$ cat src/rtl/branch_ctrl.sv
// Branch resolution controller: owns the Z/V/N flags, detects flag hazards
// against EX, resolves ID branches and sequences the redirect/flush pulse.
module branch_ctrl #(
  parameter int ADDR_W = 16,
  parameter int CNT_W  = 16
) (
  input  logic              clk,
  input  logic              rst_n,
  input  logic              pipe_stall,
  input  logic              flag_wr_en,
  input  logic [2:0]        flag_wr_mask,
  input  logic [2:0]        alu_flags,
  input  logic              br_valid,
  input  logic              br_is_reg,
  input  logic [2:0]        br_cond,
  input  logic [8:0]        br_imm,
  input  logic [ADDR_W-1:0] br_reg_target,
  input  logic [ADDR_W-1:0] pc_plus2,
  output logic              stall_id,
  output logic              redirect,
  output logic [ADDR_W-1:0] redirect_pc,
  output logic              flush_ifid,
  output logic [2:0]        flags_q,
  output logic [CNT_W-1:0]  taken_cnt,
  output logic [CNT_W-1:0]  nottaken_cnt
);

  typedef enum logic [1:0] {IDLE, WAIT_FLAGS, REDIRECT} state_t;

  state_t            state;
  logic              redirect_q;
  logic [2:0]        l_cond;
  logic              l_is_reg;
  logic [8:0]        l_imm;
  logic [ADDR_W-1:0] l_reg_target;
  logic [ADDR_W-1:0] l_pc_plus2;

  // Flags are packed {Z, V, N}.
  function automatic logic cond_true(input logic [2:0] cond, input logic [2:0] f);
    logic z, v, n;
    z = f[2];
    v = f[1];
    n = f[0];
    case (cond)
      3'd0:    return ~z;
      3'd1:    return z;
      3'd2:    return ~z & ~n;
      3'd3:    return n;
      3'd4:    return z | ~n;
      3'd5:    return z | n;
      3'd6:    return v;
      default: return 1'b1;
    endcase
  endfunction

  function automatic logic [ADDR_W-1:0] pc_rel(input logic [ADDR_W-1:0] pc,
                                               input logic [8:0]        imm);
    logic [ADDR_W-1:0] offset;
    offset = {{(ADDR_W-10){imm[8]}}, imm, 1'b0};
    return pc + offset;
  endfunction

  logic              idle_br;
  logic              hazard;
  logic              resolve;
  logic              in_wait;
  logic [2:0]        sel_cond;
  logic              sel_is_reg;
  logic [8:0]        sel_imm;
  logic [ADDR_W-1:0] sel_reg_target;
  logic [ADDR_W-1:0] sel_pc_plus2;
  logic              taken;
  logic [ADDR_W-1:0] target;

  assign in_wait  = (state == WAIT_FLAGS);
  assign idle_br  = (state == IDLE) & br_valid & ~pipe_stall;
  assign hazard   = idle_br & flag_wr_en;
  assign resolve  = (idle_br & ~flag_wr_en) | (in_wait & ~pipe_stall);

  // After a hazard the branch resolves from its captured fields, otherwise from ID.
  assign sel_cond       = in_wait ? l_cond       : br_cond;
  assign sel_is_reg     = in_wait ? l_is_reg     : br_is_reg;
  assign sel_imm        = in_wait ? l_imm        : br_imm;
  assign sel_reg_target = in_wait ? l_reg_target : br_reg_target;
  assign sel_pc_plus2   = in_wait ? l_pc_plus2   : pc_plus2;

  assign taken  = cond_true(sel_cond, flags_q);
  assign target = sel_is_reg ? sel_reg_target : pc_rel(sel_pc_plus2, sel_imm);

  // NOTE: stall_id is combinational, so it is gated by rst_n explicitly to stay low in reset.
  assign stall_id   = rst_n & hazard;
  assign redirect   = redirect_q;
  assign flush_ifid = redirect_q;

  // NOTE: sequential state uses non-blocking assignments only; mixing in blocking ones creates races.
  always_ff @(posedge clk or negedge rst_n) begin
    if (!rst_n) begin
      state        <= IDLE;
      redirect_q   <= 1'b0;
      redirect_pc  <= '0;
      taken_cnt    <= '0;
      nottaken_cnt <= '0;
    end else if (!pipe_stall) begin
      redirect_q <= 1'b0;
      if (resolve) begin
        if (taken) begin
          redirect_pc <= target;
          redirect_q  <= 1'b1;
          state       <= REDIRECT;
          if (taken_cnt != '1) taken_cnt <= taken_cnt + CNT_W'(1);
        end else begin
          state <= IDLE;
          if (nottaken_cnt != '1) nottaken_cnt <= nottaken_cnt + CNT_W'(1);
        end
      end else if (hazard) begin
        state <= WAIT_FLAGS;
      end else if (state == REDIRECT) begin
        state <= IDLE;
      end
    end
  end

  always_ff @(posedge clk or negedge rst_n) begin
    if (!rst_n) begin
      flags_q <= 3'b000;
    end else if (flag_wr_en && !pipe_stall) begin
      flags_q <= (flag_wr_mask & alu_flags) | (~flag_wr_mask & flags_q);
    end
  end

  // NOTE: captured branch fields need no reset; they are only read in WAIT_FLAGS, after being loaded.
  always_ff @(posedge clk) begin
    if (hazard) begin
      l_cond       <= br_cond;
      l_is_reg     <= br_is_reg;
      l_imm        <= br_imm;
      l_reg_target <= br_reg_target;
      l_pc_plus2   <= pc_plus2;
    end
  end

endmodule
$ cat config.mk
export PLATFORM = sky130hd
export DESIGN_NAME = branch_ctrl
export DESIGN_NICKNAME = d
export VERILOG_FILES = /design/src/rtl/branch_ctrl.sv
export SDC_FILE = /design/constraint.sdc
export NUM_CORES = 1
export LEC_CHECK = 0
export ABC_AREA = 0
export CORE_MARGIN = 8
export CORE_UTILIZATION = 55
export CTS_CLUSTER_DIAMETER = 30
export DETAILED_ROUTE_END_ITERATION = 7
export HOLD_SLACK_MARGIN = 0.03
export MAX_ROUTING_LAYER = met4
export PLACE_DENSITY = 0.87
export REMOVE_ABC_BUFFERS = 1
export SETUP_SLACK_MARGIN = 0.15
export SYNTH_ARGS = -nofsm -noshare
export SYNTH_HDL_FRONTEND = slang
export SYNTH_SLANG_ARGS = --single-unit
$ cat constraint.sdc
create_clock -name clk -period 27.4 [get_ports clk]
set_input_delay 8.22 -clock clk [delete_from_list [all_inputs] [get_ports clk]]
set_output_delay 8.22 -clock clk [all_outputs]
set_load 0.05 [all_outputs]
==> impl_metrics.tcl, run 1 <==
set metrics [dict create \
    drt_pass1_iterations 5 \
    cp-startpoint "pipe_stall" \
    final_design_area_no_fill_mm2 0.00668 \
    yosysWarningCount 0 \
    cts_root_buf "clkbuf_8" \
    drtIter0Drc 205 \
    switchingPower_uw 250 \
    wl_mm 12.7 \
    grt_pass1_wl_mm 20.7 \
    place_area_mm2 0.00645 \
    leakagePower_uw 0.00275 \
    drc_errors 0 \
    grt_pass1_vias 4371 \
    initial_utilization_pct 56.6 \
    ys_seq_elements 99 \
    dieHeight_um 114 \
    yosysSeqAreaShare_pct 51.6 \
    syn-cell-area_mm2 0.00523 \
    io_pins 110 \
    row_count 35 \
    clock_power_share_pct 17.7 \
    final_core_util_pct 72.3 \
    max_cap_viol_count 0 \
    arrival_ns 10.76 \
    critPathMaxStageDelay_ns 0.80 \
    avgSynthCellArea_um2 9.95 \
    postRouteAntennaNets 0 \
    cts-resized-gates 0 \
    r2r_slack_ns 23.71 \
    status "finished, final reports clean" \
    crit_path_start_kind "input pin" \
    area_growth_pct 27.6 \
    grt_overflow_total 0 \
    routabilityCongestion 0.872 \
    cts_num_sinks 99 \
    dp_cells 750 \
    finalHoldViolCount 0 \
    synth.area.top_cells "dfrtp_1 (26%), edfxtp_1 (26%), nand2_1 (9.9%), xnor2_1 (4.5%), ha_1 (3.8%)" \
    yosysTopAreaCell "dfrtp_1" \
    post-cts-setup-buffer-count 0 \
    fin_skew_ns 0.0172 \
    vias 4341 \
    ys.flop_type "dfrtp_1" \
    core_mm2 0.00924 \
    tns_ns 0 \
    dpl.hpwl_mm 9.35 \
    clk_latency_ns 0.36 \
    worstReg2RegStart "state[0]$_DFFE_PN0P_" \
    clockBufferDepth 2 \
    slowest_stage "clkdlybuf4s50_1" \
    cp_top_family "buffers and inverters" \
    synth_top_area_share_pct 25.8 \
    p_int_uw 336 \
    power_density_mw_per_mm2 87.7 \
    synth_cell_types 56 \
    rsz0062_at_grt "no" \
    path_clk_slew_ns 0.08 \
    required_ns 19.18 \
    htree_levels 3 \
    vias_per_cell 5.67 \
    synth_edf_count 45 \
    cp_max_fo 47 \
    nNetsFinal 705 \
    synth.top_cells.by_count "nand2_1 (138), dfrtp_1 (54), edfxtp_1 (45)" \
    fin_cells 766 \
    cp.depth 6 \
    clock.fmax_mhz 52.7 \
    io_buffers 109 \
    reg2regPathDepth 12 \
    finalSetupViolCount 0 \
    synthMostInstantiatedCell "nand2_1" \
    max_slew_margin_pct 47.6 \
    setup.worst_path.end "stall_id" \
    synth-async-reset-ratio_pct 54.5 \
    crit_top_cell "clkdlybuf4s50_1" \
    antenna_found_initial 0 \
    whs_ns 0.486 \
    endpoint_kind "output port" \
    dieWidth_um 114 \
    crit_type "input pin to output port" \
    path_buf_inv 3 \
    n_fill_cell 674 \
    cp_cell_sequence "clkdlybuf4s50_1 -> or2_2 -> nor3_2 -> buf_4 -> and2_1 -> clkdlybuf4s50_1" \
    worst_slew_pin_slew_ns 0.786 \
    groute.usage.overall_pct 20.4 \
    p_comb_share_pct 48.2 \
    worst_r2r_endpoint "redirect_pc[11]$_DFFE_PN0P_" \
    hp-class "register to register" \
    grt_max_degree 56 \
    die_area_mm2 0.0129 \
    finalCritPeriodShare_pct 69.3 \
    wire_per_inst_um 16.6 \
    ir_drop_mv 0.0701 \
    drive_gt1_share_pct 7.54 \
    numCtsBuffers 9 \
    power_frac_seq_pct 34.1 \
    diodes 0 \
    swShare_pct 42.7 \
    synthCells 526 \
    layout_min_cycle_time_ns 18.98 \
    cts_tree "yes" \
    slew_viol_final 0 \
    hold_buffers 0 \
]
power by group through the flow:
| stage | Combinational [uW] | Clock (uW) | Sequential (uW) |
|---|---|---|---|
| 2_1_floorplan | 131 | 0 | 263 |
| 3_3_place_gp | 272 | 0 | 201 |
| 3_5_place_dp | 280 | 0 | 203 |
| 4_1_cts | 282 | 106 | 200 |
| 5_1_grt | 305 | 111 | 203 |
| 6_report | 283 | 104 | 200 |
worst min path at each step:
stage	from	endpoint	slack [ns]	depth (start not counted)
floorplan	state[1]$_DFFE_PN0P_	state[1]$_DFFE_PN0P_	0.55	2
global placement	redirect_pc[2]$_DFFE_PN0P_	redirect_pc[2]$_DFFE_PN0P_	0.46	2
detailed placement	redirect_pc[4]$_DFFE_PN0P_	redirect_pc[4]$_DFFE_PN0P_	0.48	2
CTS	redirect_pc[4]$_DFFE_PN0P_	redirect_pc[4]$_DFFE_PN0P_	0.49	2
global route	redirect_pc[4]$_DFFE_PN0P_	redirect_pc[4]$_DFFE_PN0P_	0.51	2
finish	redirect_pc[4]$_DFFE_PN0P_	redirect_pc[4]$_DFFE_PN0P_	0.49	2
worst reg2reg max path: cells and delay by family, from the launching register on:
kind	cells	cell delay (ns)
buffers and inverters	2	0.47
and+or+nand+nor	5	1.07
AOI/OAI and AO/OA	3	0.94
adders and majority gates	2	0.55
DFF	1	0.54
cell usage in the layout (no fill, tap or decap), types with 16 or more instances in the layout:
cell             instances
dfrtp_1                 54
clkdlybuf4s50_1        108
o21ai_0                 24
a21oi_1                 34
nor2_1                  20
edfxtp_1                45
ha_1                    16
xnor2_1                 27
nand2_1                138
nand4_1                 17
cells by family (layout without fill, tap and decap cells):
family / count (synthesis) / after routing / synth area share [%]
adder cells (fa/ha/maj): 17 / 17 / 4.21
buffers and inverters: 29 / 140 / 2.39
XOR/XNOR: 39 / 39 / 6.53
multiplexers: 11 / 11 / 2.46
flip-flops: 99 / 99 / 51.6
AND/OR/NAND/NOR: 237 / 237 / 20.9
AO/OA/AOI/OAI: 94 / 94 / 11.8
per-stage QoR:
step	setup slack, ns	total power [uW]
finish	8.42	586
detailed placement	8.41	483
floorplan	6.76	394
global placement	8.50	474
global route	8.30	619
CTS	8.39	587
metal layers:
layer  track usage, %  part of all wire [%]  vias to the layer above
met5                -                     0                        -
met4             8.61                   2.2                        0
met3             3.91                   5.5                       22
met2             33.3                    50                      153
met1             24.5                    42                     2101
li1                 -                     -                     2065
area by class of cell:
class | instances | area (um^2) | area share (%)
inverter | 10 | 37.5 | 0.562
timing repair buffer | 114 | 1120 | 16.8
multi-input combinational | 398 | 2420 | 36.3
clock buffer | 12 | 176 | 2.64
tap | 129 | 161 | 2.42
sequential | 99 | 2700 | 40.5
clock inverter | 4 | 53.8 | 0.805
(Power assumes the default switching activity.)
==> inputs of run 2 (changes only) <==
--- a/config.mk
+++ b/config.mk
@@ -7,12 +7,12 @@
 export LEC_CHECK = 0
 export ABC_AREA = 0
 export CORE_MARGIN = 8
-export CORE_UTILIZATION = 55
+export CORE_UTILIZATION = 47
 export CTS_CLUSTER_DIAMETER = 30
 export DETAILED_ROUTE_END_ITERATION = 7
 export HOLD_SLACK_MARGIN = 0.03
 export MAX_ROUTING_LAYER = met4
-export PLACE_DENSITY = 0.87
+export PLACE_DENSITY = 0.79
 export REMOVE_ABC_BUFFERS = 1
 export SETUP_SLACK_MARGIN = 0.15
 export SYNTH_ARGS = -nofsm -noshare
==> constraint.sdc (replaced) <==
create_clock -name clk -period 16.5 [get_ports clk]
set_input_delay 4.95 -clock clk [delete_from_list [all_inputs] [get_ports clk]]
set_output_delay 4.95 -clock clk [all_outputs]
set_load 0.05 [all_outputs]
==> impl_metrics.tcl, run 2 (synthesized netlist as in run 1, its figures left out) <==
set metrics [dict create \
    dp_cells 760 \
    drtIter0Drc 350 \
    area_growth_pct 27.3 \
    grt_pass1_wl_mm 21.3 \
    clk_latency_ns 0.37 \
    power_density_mw_per_mm2 144 \
    layout_commonest_cell "nand2_1" \
    routabilityCongestion 0.907 \
    crit_path_start_kind "input pin" \
    slew_viol_final 0 \
    final_design_area_no_fill_mm2 0.00667 \
    die_area_mm2 0.0148 \
    wire_per_inst_um 16.3 \
    clockBufferDepth 2 \
    diodes 0 \
    ir_drop_mv 0.0757 \
    layout_min_cycle_time_ns 12.44 \
    tns_ns 0 \
    cts-resized-gates 0 \
    wl_mm 12.6 \
    drt_pass1_iterations 4 \
    r2r_slack_ns 12.57 \
    dpl.hpwl_mm 9.15 \
    dieHeight_um 122 \
    hold_buffers 0 \
    post-cts-setup-buffer-count 0 \
    cts_num_sinks 99 \
    drc_errors 0 \
    arrival_ns 7.49 \
    numCtsBuffers 9 \
    min_from "redirect_pc[6]$_DFFE_PN0P_" \
    leakagePower_uw 0.00273 \
    clock.fmax_mhz 80.4 \
    drive_gt1_share_pct 6.93 \
    dieWidth_um 122 \
    crit_type "input pin to output port" \
    whs_ns 0.491 \
    max_slew_margin_pct 34.3 \
    required_ns 11.55 \
    finalSetupViolCount 0 \
    finalHoldViolCount 0 \
    layout.cells.most_common_list "nand2_1 (138), clkdlybuf4s50_1 (108), dfrtp_1 (54)" \
    cp_max_fo 47 \
    htree_levels 3 \
    fin_skew_ns 0.0136 \
    n_fill_cell 941 \
    postRouteAntennaNets 0 \
    core_mm2 0.0108 \
    grt_pass1_vias 4400 \
    hp-class "register to register" \
    place_area_mm2 0.00646 \
    initial_utilization_pct 48.3 \
    vias_per_cell 5.48 \
    cts_root_buf "clkbuf_8" \
    rsz0062_at_grt "no" \
    io_buffers 109 \
    endpoint_kind "output port" \
    worst_slew_pin_slew_ns 0.984 \
    grt_max_degree 56 \
    vias 4245 \
    grt_overflow_total 0 \
    finalCritPeriodShare_pct 75.4 \
    nNetsFinal 704 \
    io_pins 110 \
    groute.usage.overall_pct 18.4 \
    max_cap_viol_count 0 \
    cp-startpoint "pipe_stall" \
    fin_cells 775 \
    row_count 38 \
    antenna_found_initial 0 \
    status "finished, final reports clean" \
    worstReg2RegStart "state[0]$_DFFE_PN0P_" \
    cts_tree "yes" \
    path_clk_slew_ns 0.10 \
]
[run 2: changes by cell type in the layout (fill, tap and decap cells not counted), sizes merged]
| cell | change |
|---|---|
| clkbuf | +3 |
| buf | -1 |
| inv | -1 |
| bufinv | -1 |
| clkinv | -2 |
[run 2: worst max-delay path: stages]
cell,delay (ns)
clkdlybuf4s50_1,0.49
or2_2,0.33
nor3_2,0.16
buf_4,0.53
and2_1,0.22
clkdlybuf4s50_1,0.81
[run 2: where the power goes]
part	internal (uW)	switching [uW]	total (uW)
registers	298	31.4	329
logic	171	296	467
clock network	81.0	80.9	162
[run 2: worst paths after layout]
kind                                                to  cells past startpoint
min                         redirect_pc[6]$_DFFE_PN0P_                      2
max                                           stall_id                      6
min in group asynchronous    taken_cnt[11]$_DFFE_PN0P_                      2
max in group asynchronous         state[0]$_DFFE_PN0P_                      2
max reg2reg                redirect_pc[13]$_DFFE_PN0P_                     13
min reg2reg                 redirect_pc[6]$_DFFE_PN0P_                      2
[run 2: final cells by class]
cell class / count / area, um^2 / area share, %
clock buffers: 15 / 209 / 3.13
inverters: 10 / 37.5 / 0.563
multi-input cells: 398 / 2420 / 36.4
flip-flops and latches: 99 / 2700 / 40.5
well taps: 140 / 175 / 2.63
repair buffers: 113 / 1120 / 16.7
[run 2: metal layers]
metal,track usage (%),wire (um)
met3,3.54,555
met5,-,0
met1,21.6,5440
met4,7.32,278
met2,30.4,6350
[run 2: through the flow]
stage / power, uW / utilization [%] / worst slack, ns
final: 958 / 61.5 / 4.06
after global routing: 1020 / 61.5 / 3.90
after CTS: 965 / 61.5 / 4.02
after detailed placement: 801 / 59.6 / 4.03
after global placement: 787 / 59.6 / 4.10
after floorplan: 654 / - / 2.40
==> inputs of run 3 (changes only) <==
==> constraint.sdc (replaced) <==
create_clock -name clk -period 11.4 [get_ports clk]
set_input_delay 3.42 -clock clk [delete_from_list [all_inputs] [get_ports clk]]
set_output_delay 3.42 -clock clk [all_outputs]
set_load 0.05 [all_outputs]
==> impl_metrics.tcl, run 3 (synthesized netlist as in run 1, its figures left out) <==
set metrics [dict create \
    status "finished, final reports clean" \
    routabilityCongestion 0.902 \
    vias 4243 \
    wl_mm 12.8 \
    vias_per_cell 5.47 \
    layout_min_cycle_time_ns 9.38 \
    hp-class "register to register" \
    switchingPower_uw 596 \
    numCtsBuffers 9 \
    p_int_uw 776 \
    core_mm2 0.0108 \
    dieHeight_um 122 \
    groute.usage.overall_pct 18.1 \
    drc_errors 0 \
    hold_buffers 0 \
    tns_ns 0 \
    layout_commonest_cell "nand2_1" \
    worst_slew_pin_slew_ns 0.956 \
    max_slew_margin_pct 36.2 \
    ir_drop_mv 0.151 \
    clk_latency_ns 0.37 \
    max_cap_viol_count 0 \
    post-cts-setup-buffer-count 0 \
    worst_slack_ns 2.02 \
    crit_path_start_kind "input pin" \
    wire_per_inst_um 16.5 \
    fin_skew_ns 0.0103 \
    finalHoldViolCount 0 \
    drive_gt1_share_pct 6.93 \
    cts_num_sinks 99 \
    drt_pass1_iterations 5 \
    path_clk_slew_ns 0.09 \
    required_ns 7.98 \
    grt_pass1_wl_mm 21.0 \
    slowest_stage "clkdlybuf4s50_1" \
    area_growth_pct 26.8 \
    pre_cts_ws_ns 2.01 \
    cts-resized-gates 0 \
    r2r_slack_ns 7.57 \
    cts_tree "yes" \
    diodes 0 \
    finalSetupViolCount 0 \
    die_area_mm2 0.0148 \
    slew_viol_final 0 \
    power_frac_seq_pct 34.7 \
    crit_top_cell "clkdlybuf4s50_1" \
    p_comb_share_pct 49.5 \
    io_pins 110 \
    dpl.hpwl_mm 9.16 \
    nNetsFinal 704 \
    postRouteAntennaNets 0 \
    layout.cells.most_common_list "nand2_1 (138), clkdlybuf4s50_1 (108), dfrtp_1 (54)" \
    endpoint_kind "output port" \
    rsz0062_at_grt "no" \
    drtIter0Drc 375 \
    io_buffers 109 \
    clock.fmax_mhz 107 \
    initial_utilization_pct 48.3 \
    row_count 38 \
    crit_type "input pin to output port" \
    grt_max_degree 56 \
    htree_levels 3 \
    power_uw 1370 \
    dieWidth_um 122 \
    critPathMaxStageDelay_ns 0.81 \
    power_density_mw_per_mm2 207 \
    leakagePower_uw 0.00272 \
    arrival_ns 5.96 \
    cp_max_fo 47 \
    cp_cell_sequence "clkdlybuf4s50_1 -> or2_2 -> nor3_2 -> buf_4 -> and2_1 -> clkdlybuf4s50_1" \
    cts_root_buf "clkbuf_8" \
    antenna_found_initial 0 \
    swShare_pct 43.5 \
    n_fill_cell 911 \
    grt_pass1_vias 4293 \
    clock_power_share_pct 15.8 \
    clockBufferDepth 2 \
    grt_overflow_total 0 \
    finalCritPeriodShare_pct 82.3 \
]
-- run 3: cell count changes in the layout (fill, tap and decap cells not counted), sizes merged --
cell / change
clkbuf: -2
clkinv: +2
-- run 3: power by group through the flow --
stage               clock, uW  sequential [uW]  combinational, uW
floorplan                   0              631                315
global placement            0              482                657
detailed placement          0              485                674
CTS                       223              478                680
global route              237              485                739
finish                    217              477                679
-- run 3: worst paths after layout --
path / start / end / depth (start not counted)
min reg2reg: redirect_pc[8]$_DFFE_PN0P_ / redirect_pc[8]$_DFFE_PN0P_ / 2
max in group asynchronous: rst_n / redirect_pc[15]$_DFFE_PN0P_ / 2
max reg2reg: state[0]$_DFFE_PN0P_ / redirect_pc[13]$_DFFE_PN0P_ / 13
min in group asynchronous: rst_n / taken_cnt[11]$_DFFE_PN0P_ / 2
min: redirect_pc[8]$_DFFE_PN0P_ / redirect_pc[8]$_DFFE_PN0P_ / 2
max: pipe_stall / stall_id / 6
-- run 3: through the flow --
stage | util [%] | area, um^2 | hold slack (ns) | instances
after floorplan | - | 5150 | 0.550 | 507
after global placement | 59.6 | 6460 | 0.461 | 760
after detailed placement | 59.6 | 6460 | 0.479 | 760
after CTS | 61.2 | 6640 | 0.499 | 775
after global routing | 61.2 | 6640 | 0.509 | 775
final | 61.2 | 6640 | 0.493 | 775
-- run 3: layout make-up --
class | instances | area, um^2 | area share, %
Clock buffer | 13 | 170 | 2.56
Clock inverter | 2 | 10.0 | 0.151
Inverter | 10 | 37.5 | 0.566
Tap cell | 140 | 175 | 2.64
Timing Repair Buffer | 113 | 1120 | 16.8
Multi-Input combinational cell | 398 | 2420 | 36.5
Sequential cell | 99 | 2700 | 40.7
-- run 3: critical path: cells and delay by family --
kind	cells	cell delay, ns
buffers and inverters	3	1.82
and+or+nand+nor	3	0.69
-- run 3: layer usage --
layer	wire length (um)	up-vias	global-route usage [%]
met5	0	-	-
met4	315	0	8.56
met3	593	21	2.61
met2	6420	138	29.9
met1	5430	2018	21.4
li1	-	2066	-
